**src/rtl/i2c_target.sv**
```systemverilog
// i2c_target
// I2C target (slave) front-end with a small 8-bit register file.
// The SCL/SDA pad levels are oversampled on clk. The block detects START and
// STOP, matches a 7-bit address, and supports three operations: a pointer
// write, register writes and register reads. Reads and writes auto-increment
// the pointer. The block never stretches SCL.
//
// Ports
//   clk    : system clock, rising edge
//   reset  : asynchronous, active-low reset
//   scl_i  : SCL pad level (asynchronous to clk)
//   scl_o  : SCL pull-down enable, always 0
//   sda_i  : SDA pad level (asynchronous to clk)
//   sda_o  : SDA pull-down enable (1 = drive SDA low)
module i2c_target #(
    parameter logic [6:0] ADDRESS  = 7'h4B,
    parameter int         NUM_REGS = 4
) (
    input  logic clk,
    input  logic reset,
    input  logic scl_i,
    output logic scl_o,
    input  logic sda_i,
    output logic sda_o
);

    localparam int PTR_W = (NUM_REGS > 1) ? $clog2(NUM_REGS) : 1;

    typedef enum logic [2:0] {
        IDLE,
        ADDR,
        ADDR_ACK,
        WRITE,
        WRITE_ACK,
        READ,
        READ_ACK
    } state_t;

    state_t            state, state_n;
    logic [2:0]        scl_sync, sda_sync;
    logic [3:0]        bit_cnt, bit_cnt_n;
    logic [7:0]        shift, shift_n;
    logic [PTR_W-1:0]  ptr, ptr_n;
    logic              is_ptr, is_ptr_n;
    logic              sda_n;
    logic              reg_we;
    logic [7:0]        rx_byte;
    logic [7:0]        rd_byte;
    logic [7:0]        regs [NUM_REGS];

    logic scl_rise, scl_fall, scl_high, start_det, stop_det;

    assign scl_o = 1'b0;

    // Two synchronizer stages plus one history stage per pad. The stages
    // reset to 1 (an idle bus), so releasing reset cannot fake an edge.
    always_ff @(posedge clk or negedge reset) begin
        if (!reset) begin
            scl_sync <= 3'b111;
            sda_sync <= 3'b111;
        end else begin
            scl_sync <= {scl_sync[1:0], scl_i};
            sda_sync <= {sda_sync[1:0], sda_i};
        end
    end

    assign scl_rise  =  scl_sync[1] & ~scl_sync[2];
    assign scl_fall  = ~scl_sync[1] &  scl_sync[2];
    assign scl_high  =  scl_sync[1] &  scl_sync[2];
    assign start_det =  scl_high & sda_sync[2] & ~sda_sync[1];
    assign stop_det  =  scl_high & ~sda_sync[2] & sda_sync[1];

    assign rx_byte = {shift[6:0], sda_sync[1]};
    assign rd_byte = regs[ptr];

    // State register and the registered datapath of the protocol engine.
    always_ff @(posedge clk or negedge reset) begin
        if (!reset) begin
            state   <= IDLE;
            bit_cnt <= '0;
            shift   <= '0;
            ptr     <= '0;
            is_ptr  <= 1'b0;
            sda_o   <= 1'b0;
        end else begin
            state   <= state_n;
            bit_cnt <= bit_cnt_n;
            shift   <= shift_n;
            ptr     <= ptr_n;
            is_ptr  <= is_ptr_n;
            sda_o   <= sda_n;
        end
    end

    // The register file is written when a full data byte has been received.
    always_ff @(posedge clk or negedge reset) begin
        if (!reset) begin
            for (int i = 0; i < NUM_REGS; i++) begin
                regs[i] <= '0;
            end
        end else if (reg_we) begin
            regs[ptr] <= rx_byte;
        end
    end

    // Next-state logic. START and STOP override any bit handling.
    // In the ACK states, sda_o itself tracks the two halves of the ACK
    // window. The first SCL fall raises sda_o. The second SCL fall lowers
    // it again and leaves the state.
    always_comb begin
        state_n   = state;
        bit_cnt_n = bit_cnt;
        shift_n   = shift;
        ptr_n     = ptr;
        is_ptr_n  = is_ptr;
        sda_n     = sda_o;
        reg_we    = 1'b0;

        if (stop_det) begin
            state_n   = IDLE;
            bit_cnt_n = '0;
            sda_n     = 1'b0;
        end else if (start_det) begin
            state_n   = ADDR;
            bit_cnt_n = '0;
            sda_n     = 1'b0;
        end else begin
            case (state)
                IDLE: begin
                    sda_n = 1'b0;
                end

                ADDR: begin
                    if (scl_rise) begin
                        shift_n   = rx_byte;
                        bit_cnt_n = bit_cnt + 4'd1;
                        if (bit_cnt == 4'd7) begin
                            state_n = (rx_byte[7:1] == ADDRESS) ? ADDR_ACK : IDLE;
                        end
                    end
                end

                ADDR_ACK: begin
                    if (scl_fall) begin
                        if (!sda_o) begin
                            sda_n = 1'b1;
                        end else if (shift[0]) begin
                            // Read: the fall that ends the ACK also presents bit 7.
                            state_n   = READ;
                            sda_n     = ~rd_byte[7];
                            shift_n   = {rd_byte[6:0], 1'b0};
                            bit_cnt_n = 4'd1;
                        end else begin
                            state_n   = WRITE;
                            sda_n     = 1'b0;
                            bit_cnt_n = '0;
                            is_ptr_n  = 1'b1;
                        end
                    end
                end

                WRITE: begin
                    if (scl_rise) begin
                        shift_n   = rx_byte;
                        bit_cnt_n = bit_cnt + 4'd1;
                        if (bit_cnt == 4'd7) begin
                            state_n = WRITE_ACK;
                            if (is_ptr) begin
                                ptr_n    = rx_byte[PTR_W-1:0];
                                is_ptr_n = 1'b0;
                            end else begin
                                reg_we = 1'b1;
                                ptr_n  = ptr + PTR_W'(1);
                            end
                        end
                    end
                end

                WRITE_ACK: begin
                    if (scl_fall) begin
                        if (!sda_o) begin
                            sda_n = 1'b1;
                        end else begin
                            state_n   = WRITE;
                            sda_n     = 1'b0;
                            bit_cnt_n = '0;
                        end
                    end
                end

                READ: begin
                    if (scl_fall) begin
                        if (bit_cnt == 4'd8) begin
                            state_n = READ_ACK;
                            sda_n   = 1'b0;
                            ptr_n   = ptr + PTR_W'(1);
                        end else begin
                            sda_n     = ~shift[7];
                            shift_n   = {shift[6:0], 1'b0};
                            bit_cnt_n = bit_cnt + 4'd1;
                        end
                    end
                end

                READ_ACK: begin
                    if (scl_rise) begin
                        if (!sda_sync[1]) begin
                            state_n   = READ;
                            shift_n   = rd_byte;
                            bit_cnt_n = '0;
                        end else begin
                            state_n = IDLE;
                        end
                    end
                end

                default: begin
                    state_n = IDLE;
                    sda_n   = 1'b0;
                end
            endcase
        end
    end

endmodule

```
**config.mk**
```make
export PLATFORM = sky130hd
export DESIGN_NAME = i2c_target
export DESIGN_NICKNAME = d
export VERILOG_FILES = /design/src/rtl/i2c_target.sv
export SDC_FILE = /design/constraint.sdc
export NUM_CORES = 1
export LEC_CHECK = 0
export CORE_ASPECT_RATIO = 2
export CORE_UTILIZATION = 65
export CTS_CLUSTER_DIAMETER = 200
export DETAILED_ROUTE_END_ITERATION = 7
export DONT_BUFFER_PORTS = 1
export GPL_TIMING_DRIVEN = 0
export HOLD_SLACK_MARGIN = 0.05
export PLACE_DENSITY = 0.91
export SLEW_MARGIN = 20
export SYNTH_ARGS = -nofsm -noshare
export SYNTH_HDL_FRONTEND = slang
export SYNTH_SLANG_ARGS = --single-unit
```
**constraint.sdc**
```tcl
create_clock -name clk -period 3.09 [get_ports clk]
set_input_delay 0.618 -clock clk [delete_from_list [all_inputs] [get_ports clk]]
set_output_delay 0.618 -clock clk [all_outputs]
set_load 0.02 [all_outputs]
```
Word-level counts from Yosys, hierarchy flattened
Cells that the tools add are included.
{"block": "classes", "n_eq_ne": 37, "mux": 73, "bitwise_logic": 16, "n_lt_le_gt_ge": 2, "reduce_logical": 15, "add_sub_neg": 2}
{"cell": "two-way mux 8 bit", "count": 11}
{"cell": "!= test 4 bit, second input constant", "count": 13}
{"cell": "two-way mux 3 bit", "count": 15}
{"cell": "two-way mux 4 bit", "count": 11}
{"cell": "bitwise mux 32 bit", "count": 1}
{"cell": "one-hot mux 8 bit (4 select lines)", "count": 1}
{"cell": "!= test 2 bit, second input constant", "count": 11}
{"cell": "two-way mux 1 bit", "count": 21}
{"cell": "one-hot mux 3 bit (7 select lines)", "count": 1}
{"cell": "one-hot mux 4 bit (5 select lines)", "count": 1}
{"cell": "AND reduction 10 bit", "count": 2}
{"cell": "binary-select mux 8 bit (select 2 bit)", "count": 1}
{"cell": "demux 8 bit (select 2 bit)", "count": 1}
{"cell": "two-way mux 2 bit", "count": 6}
{"cell": "AND reduction 12 bit", "count": 1}
{"cell": "AND reduction 11 bit", "count": 1}
{"cell": "== test 3 bit, second input constant", "count": 3}
{"cell": "inverter 1 bit", "count": 8}
{"cell": "AND reduction 8 bit", "count": 1}
{"cell": "bitwise AND 1 bit", "count": 7}
{"cell": "== test 7 bit, second input constant", "count": 1}
{"cell": "AND reduction 7 bit", "count": 1}
{"cell": "nonzero test 7 bit", "count": 1}
{"cell": "== test 3 x 2 -> 1 bit, second input constant", "count": 2}
{"cell": "other kinds (22)", "count": 23}
{"block": "totals", "word_cells": 158, "register_bits": 57, "in_bits": 4}

Logic depth before layout (Yosys ltp)
Gate-level depths: netlist of the first run.
{"block": "logic_depth", "ltp_word": 11, "ltp_mapped": 7, "depth_no_buf": 7}

Least setup slack after synthesis of the first run
No wires, ideal clock.
{"block": "synth_timing", "path_type": "reg-to-reg", "from": "reg scl_sync[2]", "to": "reg shift[1]", "path_buffers": 0, "required_ns": 2.965, "arrival_time_ns": 1.852, "path_stages_with_launch": 6, "setup_slack_ns": 1.113, "cell_sequence": "dfstp_2 > or3b_1 > a32oi_1 > o221ai_2 > nor3_4 > mux2_2"}
{"block": "synth_via", "elab_chain_len": 5, "word_cells_on_any_way": 15, "cone_classes": "4 x eq/ne; 10 x bitwise; 1 x reduce/logical"}
{"element": "start, declared", "line_no": "40", "source": "logic [2:0] scl_sync, sda_sync;"}
{"element": "start signal, assigned", "line_no": "62", "source": "scl_sync <= {scl_sync[1:0], scl_i};"}
{"element": "bitwise AND 1 bit", "line_no": "69", "source": "assign scl_high = scl_sync[1] & scl_sync[2];"}
{"element": "bitwise AND 1 bit, on equally long branches (2 in a row)", "line_no": "71, 70"}
{"element": "inverter 1 bit (no source line)"}
{"element": "AND reduction 11 bit (no source line) *"}
{"element": "end signal, assigned", "line_no": "88", "source": "shift <= shift_n;"}
{"element": "end, declared", "line_no": "42", "source": "logic [7:0] shift, shift_n;"}
Every way passes the cells marked *; elsewhere a longest branch is shown, timed or not.
A chain may end at the register's enable or synchronous reset.

Worst setup path after layout of the first run
{"block": "layout_timing", "from": "reg bit_cnt[0]", "to": "reg regs[4] (netlist name)"}
{"block": "layout_via", "elab_chain_len": 6}
{"element": "start, declared", "line_no": "41", "source": "logic [3:0] bit_cnt, bit_cnt_n;"}
{"element": "start signal, assigned", "line_no": "87", "source": "bit_cnt <= bit_cnt_n;"}
{"element": "== test 4 x 3 -> 1 bit", "line_no": "166", "source": "if (bit_cnt == 4'd7) begin"}
{"element": "two-way mux 1 bit", "line_no": "166"}
{"element": "two-way mux 1 bit", "line_no": "163", "source": "if (scl_rise) begin"}
{"element": "two-way mux 1 bit", "line_no": "128", "source": "case (state)"}
{"element": "two-way mux 1 bit", "line_no": "123", "source": "end else if (start_det) begin"}
{"element": "two-way mux 1 bit", "line_no": "119", "source": "if (stop_det) begin"}
{"element": "end signal, assigned by index", "line_no": "102", "source": "regs[ptr] <= rx_byte;"}
{"element": "end, declared", "line_no": "49", "source": "logic [7:0] regs [NUM_REGS];"}
Every way passes these cells.

==> metrics.txt, run 1 <==
post-route ant nets=0; # IOs=6; DRC Markers=0; WP data arrival=2.54 ns; Synthesized Nets=285; slew margin rel.=between 60 and 70%; vias=2,323; Mean Syn Cell Area=roughly 11 sq um; max-cap viol count=0; Multi-input gate area=1580 sq um; htree depth=3; FP Rows=35; LEAKAGE=1.57 nW; layout cells sized above 1=between 20 and 30%; post-synth top area share=slightly above 40%; Achievable Freq=431 MHz; setup TNS=0 ns; Avg WL per Cell=20.2 microns; Register Area=1430 sq um; Layout area overhead=9.35%; status=finished clean; total power=1.59 mW; vias in the first global route=~2,400; largest net degree at the start of global routing=52; post-synthesis async set-or-reset flop share=100%; Critical Path RT=3.31 ns; endpoint class of the critical path=register; Top FF cell, synth=dfrtp_1; Commonest cells post-synth=51 x dfrtp_1, 39 x mux2_2, 22 x nand3_1; Die Area=between 5000 and 6000 sq um; Die Wd=~50 microns; gr ovfl total=0; CTS resizes=0; total track usage=31.3%; clk_skew=roughly 0.0069 ns; Max Buffers Root-to-Sink=2; post-synthesis instance area=3120 sq um; Final min period=between 2 and 2.5 ns; clk_lat worst skew=around 0.34 ns; CTS tree=built; CP max FO=8; port bufs=0; final count of negative-setup-slack endpoints=0; worst reg2reg path depth=6; type of the worst min-delay path=in2async; reg-to-reg startpoint=bit_cnt[0]; Post-synth EDFFs=0; RSZ-0062 raised after global routing=false; P per Cell Area=465 nW/um^2; Peak VDD IR=around 0.0004 V; clock sink count=57; Starting Density=67.8%; Chip Height=99.9 microns; Synth Register Bits=57; clock-pin slew of the registers on the worst-case setup and hold paths=~0.070 ns; fin nets=297; first-pass GRT wire length=11.4 mm; dpl hpwl=4.94 mm; Setup crit start kind=register; Final Cycle Share=75.0%; Slew Limit Fails=0; worst-margin pin slew=0.569 ns; Fin. Hold Viols=0; Synth Instances=275; DR iter-0 viols=82; # diodes=0; drt first pass iters=4; FILL cells=309; Seq/Total Area, Yosys=between 40% and 50%; WS Path Type=reg2reg; most common cell in the netlist=dfrtp_1; Clock Tree Root=clkbuf_8; Core Footprint=between 4000 and 5000 sq um; ranking of synthesized cells by area=dfrtp_1 41%, mux2_2 14%, mux4_2 5.8%, dfstp_2 5.1%, nand3_1 3.5%; yosys warns=0; R2R Setup Slk=0.77 ns; worst r2r dst=regs[4]; Via density=6.69; Total Wirelength=7.00 mm; RD Place Congestion=~0.96; post-synthesis cell type count=52; initial antenna violation count=0; Num CTS Buffers=9; biggest area consumer among synthesized cells=dfrtp_1
report_power, final:
group	switching [mW]	leakage, nW	internal [mW]	total, mW
combinational	0.0870	0.695	0.0436	0.131
clock	0.294	0.102	0.388	0.681
sequential	0.0132	0.775	0.761	0.774
cell type report:
cell class	instances	share of cell area [%]
well taps	55	2.02
repair buffers	1	0.808
inverters	10	1.10
plain buffers	13	1.95
clock inverters	6	1.69
clock buffers	10	4.04
multi-input cells	195	46.3
flip-flops and latches	57	42.1
worst max-delay path by stage:
stage,start,endpoint,slack (ns),cells after the start
after floorplan,scl_sync[2],shift[1],1.11,5
after CTS,bit_cnt[0],regs[4],0.78,6
after detailed placement,bit_cnt[0],regs[4],0.79,6
after global routing,bit_cnt[0],regs[4],0.69,6
final,bit_cnt[0],regs[4],0.77,6
after global placement,bit_cnt[0],regs[4],0.84,6
logic make-up (layout without fill, tap and decap cells):
kind of cell / after synthesis / count (layout) / synth area share, %
AND/OR/NAND/NOR: 87 / 87 / 15.9
flip-flops: 57 / 57 / 46.0
multiplexers: 52 / 52 / 21.5
AO/OA/AOI/OAI: 47 / 47 / 10.2
buffers and inverters: 23 / 40 / 3.33
adder cells (fa/ha/maj): 6 / 6 / 2.41
XOR/XNOR: 2 / 2 / 0.562
other: 1 / 1 / 0.120
stage by stage:
step	instances	hold WS, ns	utilization (%)	instance area (sq um)	setup WS, ns
3_5_place_dp	330	0.323	69.3	3190	0.791
4_1_cts	347	0.110	74.1	3410	0.776
5_1_grt	347	0.104	74.1	3410	0.685
6_report	347	0.118	74.1	3410	0.772
3_3_place_gp	330	0.324	69.3	3190	0.842
2_1_floorplan	275	0.322	-	3120	1.11
cells in the final DEF (no fill, tap or decap), types with 5 or more instances in the layout:
| master | Yosys | routed |
|---|---|---|
| nand2_1 | 20 | 20 |
| clkbuf_8 | 0 | 10 |
| o21ai_0 | 16 | 16 |
| mux4_2 | 8 | 8 |
| inv_1 | 10 | 10 |
| ha_1 | 6 | 6 |
| clkbuf_1 | 6 | 6 |
| dfstp_2 | 6 | 6 |
| nand3_1 | 22 | 22 |
| a21oi_1 | 10 | 10 |
| dfrtp_1 | 51 | 51 |
| nand2b_1 | 6 | 6 |
| mux2_2 | 39 | 39 |
| nor2_1 | 8 | 8 |
| buf_2 | 5 | 5 |
per-layer routing:
metal  track usage (%)  share of wire (%)  vias to the layer above
met3              7.12                4.5                       42
met4              23.9                6.9                        0
met2              52.6                 54                      111
li1                  -                  -                     1035
met5                 0                  0                        -
met1              32.5                 35                     1135
worst max-delay path: stages (launching register included):
cell	delay (ns)
dfrtp_1	0.42
ha_1	0.23
nand3b_1	0.16
or2_2	0.34
nor4b_4	0.42
nand2_2	0.26
mux2_1	0.37
state kept, by name, summed over array words and instances (netlist names):
signal    cells
regs         32
shift         8
bit_cnt       4
scl_sync      3
sda_sync      3
state         3
ptr           2
is_ptr        1
sda_o         1
timing repair:
item | CTS | global route
endpoints found under the setup margin | 0 | 0
buffers inserted | 0 | 0
hold buffers | 1 | 0
endpoints found under the hold margin | 51 | 0
Note: power is estimated with default switching activity, not from simulation.
==> run 2, diff against run 1 <==
--- a/config.mk
+++ b/config.mk
@@ -6,13 +6,13 @@
 export NUM_CORES = 1
 export LEC_CHECK = 0
 export CORE_ASPECT_RATIO = 2
-export CORE_UTILIZATION = 65
+export CORE_UTILIZATION = 57
 export CTS_CLUSTER_DIAMETER = 200
 export DETAILED_ROUTE_END_ITERATION = 7
 export DONT_BUFFER_PORTS = 1
 export GPL_TIMING_DRIVEN = 0
 export HOLD_SLACK_MARGIN = 0.05
-export PLACE_DENSITY = 0.91
+export PLACE_DENSITY = 0.85
 export SLEW_MARGIN = 20
 export SYNTH_ARGS = -nofsm -noshare
 export SYNTH_HDL_FRONTEND = slang
==> constraint.sdc (replaced) <==
create_clock -name clk -period 2.01 [get_ports clk]
set_input_delay 0.402 -clock clk [delete_from_list [all_inputs] [get_ports clk]]
set_output_delay 0.402 -clock clk [all_outputs]
set_load 0.02 [all_outputs]
==> run 2 against run 1 <==
The run now ends with negative setup slack left. Cell count increased by 7.2%. Via count is 4.1% higher. Total power up 65%. Non-clock buffer count increased by 23. Setup slack worse by 0.83 ns. Utilization fell by 1.4 points. Largest power group unchanged. Clock skew up 0.0030 ns.
==> metrics.txt, run 2 (synthesis results as in run 1) <==
status=finished, violations left; violated checks=negative setup slack; Placed Area=3190 sq um (+0.12%); Core Footprint=5180 sq um (+13%); max FFs per register=32 (unchanged); max-cap viol count=0 (unchanged); CTS tree=built; # diodes=0 (unchanged); Die Area=5790 sq um (+14%); most common cell after layout, fill and taps aside=dfrtp_1; Layout area overhead=21.0%; Slew Limit Fails=0 (unchanged); Avg WL per Cell=19.7 microns (-2.4%); Final min period=2.07 ns (-0.251 ns); post-layout util=72.7% (-1.4 points); FP Rows=37 (+5.7%); CP max FO=5 (-3); commonest non-fill, non-tap cells in the layout=51 x dfrtp_1, 31 x mux2_2, 22 x nand3_1, 19 x buf_4, 17 x nand2_1; worst reg2reg path depth=6 (unchanged); DR iter-0 viols=126 (+54%); crit path launch=scl_sync[2]; Final Cycle Share=103% (+28 points); crit path to=shift[3]; # IOs=6 (unchanged); type of the worst min-delay path=reg2reg; gr ovfl total=0 (unchanged); non-filler cells, final=372 (+7.2%); DRC Markers=0 (unchanged); fin nets=320 (+7.7%); htree depth=3 (unchanged); Num CTS Buffers=9 (unchanged); Critical Path RT=2.23 ns (-1.08 ns); Starting Density=60.1% (-7.7 points); total power=2.61 mW (+65%); first-pass GRT wire length=11.6 mm (+1.9%); layout cells sized above 1=38.2% (+8.4 points); Die Wd=54.3 microns (+6.5%); WS Path Type=reg2reg; dpl hpwl=4.91 mm (-0.57%); WP data arrival=2.29 ns (-0.25 ns); largest registers=regs (32), shift (8), bit_cnt (4); port bufs=0 (unchanged); vias in the first global route=2,439 (+1.6%); Setup crit start kind=register; clock sink count=57 (unchanged); vias=2,418 (+4.1%); Max Buffers Root-to-Sink=2 (unchanged); largest net degree at the start of global routing=58 (+12%); setup TNS=-0.347 ns (-0.347 ns); R2R Setup Slk=-0.06 ns (-0.83 ns); reg-to-reg startpoint=scl_sync[2]; total track usage=29.2% (-2.1 points); P per Cell Area=693 nW/um^2 (+49%); Achievable Freq=484 MHz (+12%); final worst slack=-0.0570 ns (-0.829 ns); drt first pass iters=5 (+1); endpoint class of the critical path=register; initial antenna violation count=0 (unchanged); Largest Register=regs; Peak VDD IR=0.000706 V (+78%); Fin. Hold Viols=0 (unchanged); clk_skew=0.00999 ns (+0.00304 ns); Clock Tree Root=clkbuf_8; slew margin rel.=62.5% (+0.69 points); final count of negative-setup-slack endpoints=9 (+9); post-route design area=3770 sq um (+11%); RD Place Congestion=0.944 (-1.7%); post-route ant nets=0 (unchanged); clock-pin slew of the registers on the worst-case setup and hold paths=0.06 ns (about the same); worst-margin pin slew=0.561 ns (-0.00811 ns); Chip Height=107 microns (+6.6%); placed cells=333 (+0.91%); clk_lat worst skew=0.34 ns (about the same); hold slack=0.356 ns (+0.238 ns); Place WS=-0.289 ns (-1.08 ns); Via density=6.50 (-2.9%); RSZ-0062 raised after global routing=true; worst r2r dst=shift[3]; Total Wirelength=7.33 mm (+4.6%); LEAKAGE=1.72 nW (+9.3%)
## run 2: cell types whose count changed in the layout (fill, tap and decap cells not counted), sizes merged
cell / previous run / this run
buf: 8 / 27
bufinv: 1 / 2
clkbuf: 16 / 17
clkinv: 4 / 1
clkinvlp: 1 / 2
dlygate4sd3: 0 / 3
## run 2: critical path, cell delays in order (launching register included)
cell and delay, ns:
dfstp_2 0.52, or3b_1 0.36, a32oi_2 0.24, o221ai_2 0.17, nor3_4 0.18, buf_6 0.16, mux2_4 0.30
## run 2: power breakdown
group,switching [mW],internal (mW),leakage [nW]
Clock,0.463,0.722,0.104
Combinational,0.148,0.0915,0.839
Sequential,0.0182,1.17,0.775
Total,0.630,1.98,1.72
## run 2: layout make-up
class | instances | area (sq um)
clock inverters | 5 | 80.1
inverters | 10 | 37.5
flip-flops and latches | 57 | 1430
clock buffers | 10 | 138
fillers | 338 | 1410
plain buffers | 13 | 81.3
multi-input cells | 195 | 1710
repair buffers | 24 | 219
well taps | 58 | 72.6
## run 2: what timing repair did
item,in CTS,in global routing
resized for setup,15,30
hold buffers,4,0
pin swaps,3,11
setup endpoints to repair,40,45
buffers inserted,8,12
endpoints found under the hold margin,59,0
## run 2: how the worst min path moves through the flow
stage | cells after the start | from | endpoint | slack [ns]
floorplan | 0 | reset | bit_cnt[0] | 0.11
finish | 0 | sda_sync[0] | sda_sync[1] | 0.36
global placement | 0 | reset | state[2] | 0.11
detailed placement | 0 | reset | state[2] | 0.11
global route | 0 | sda_sync[0] | sda_sync[1] | 0.36
CTS | 0 | sda_sync[0] | sda_sync[1] | 0.36
## run 2: metal layers
layer	GRT usage (%)	part of all wire (%)	up-vias
met3	8.65	4.7	40
met2	46.3	54	92
met4	20.0	5.7	0
met1	31.8	36	1211
met5	0	0	-
li1	-	-	1075
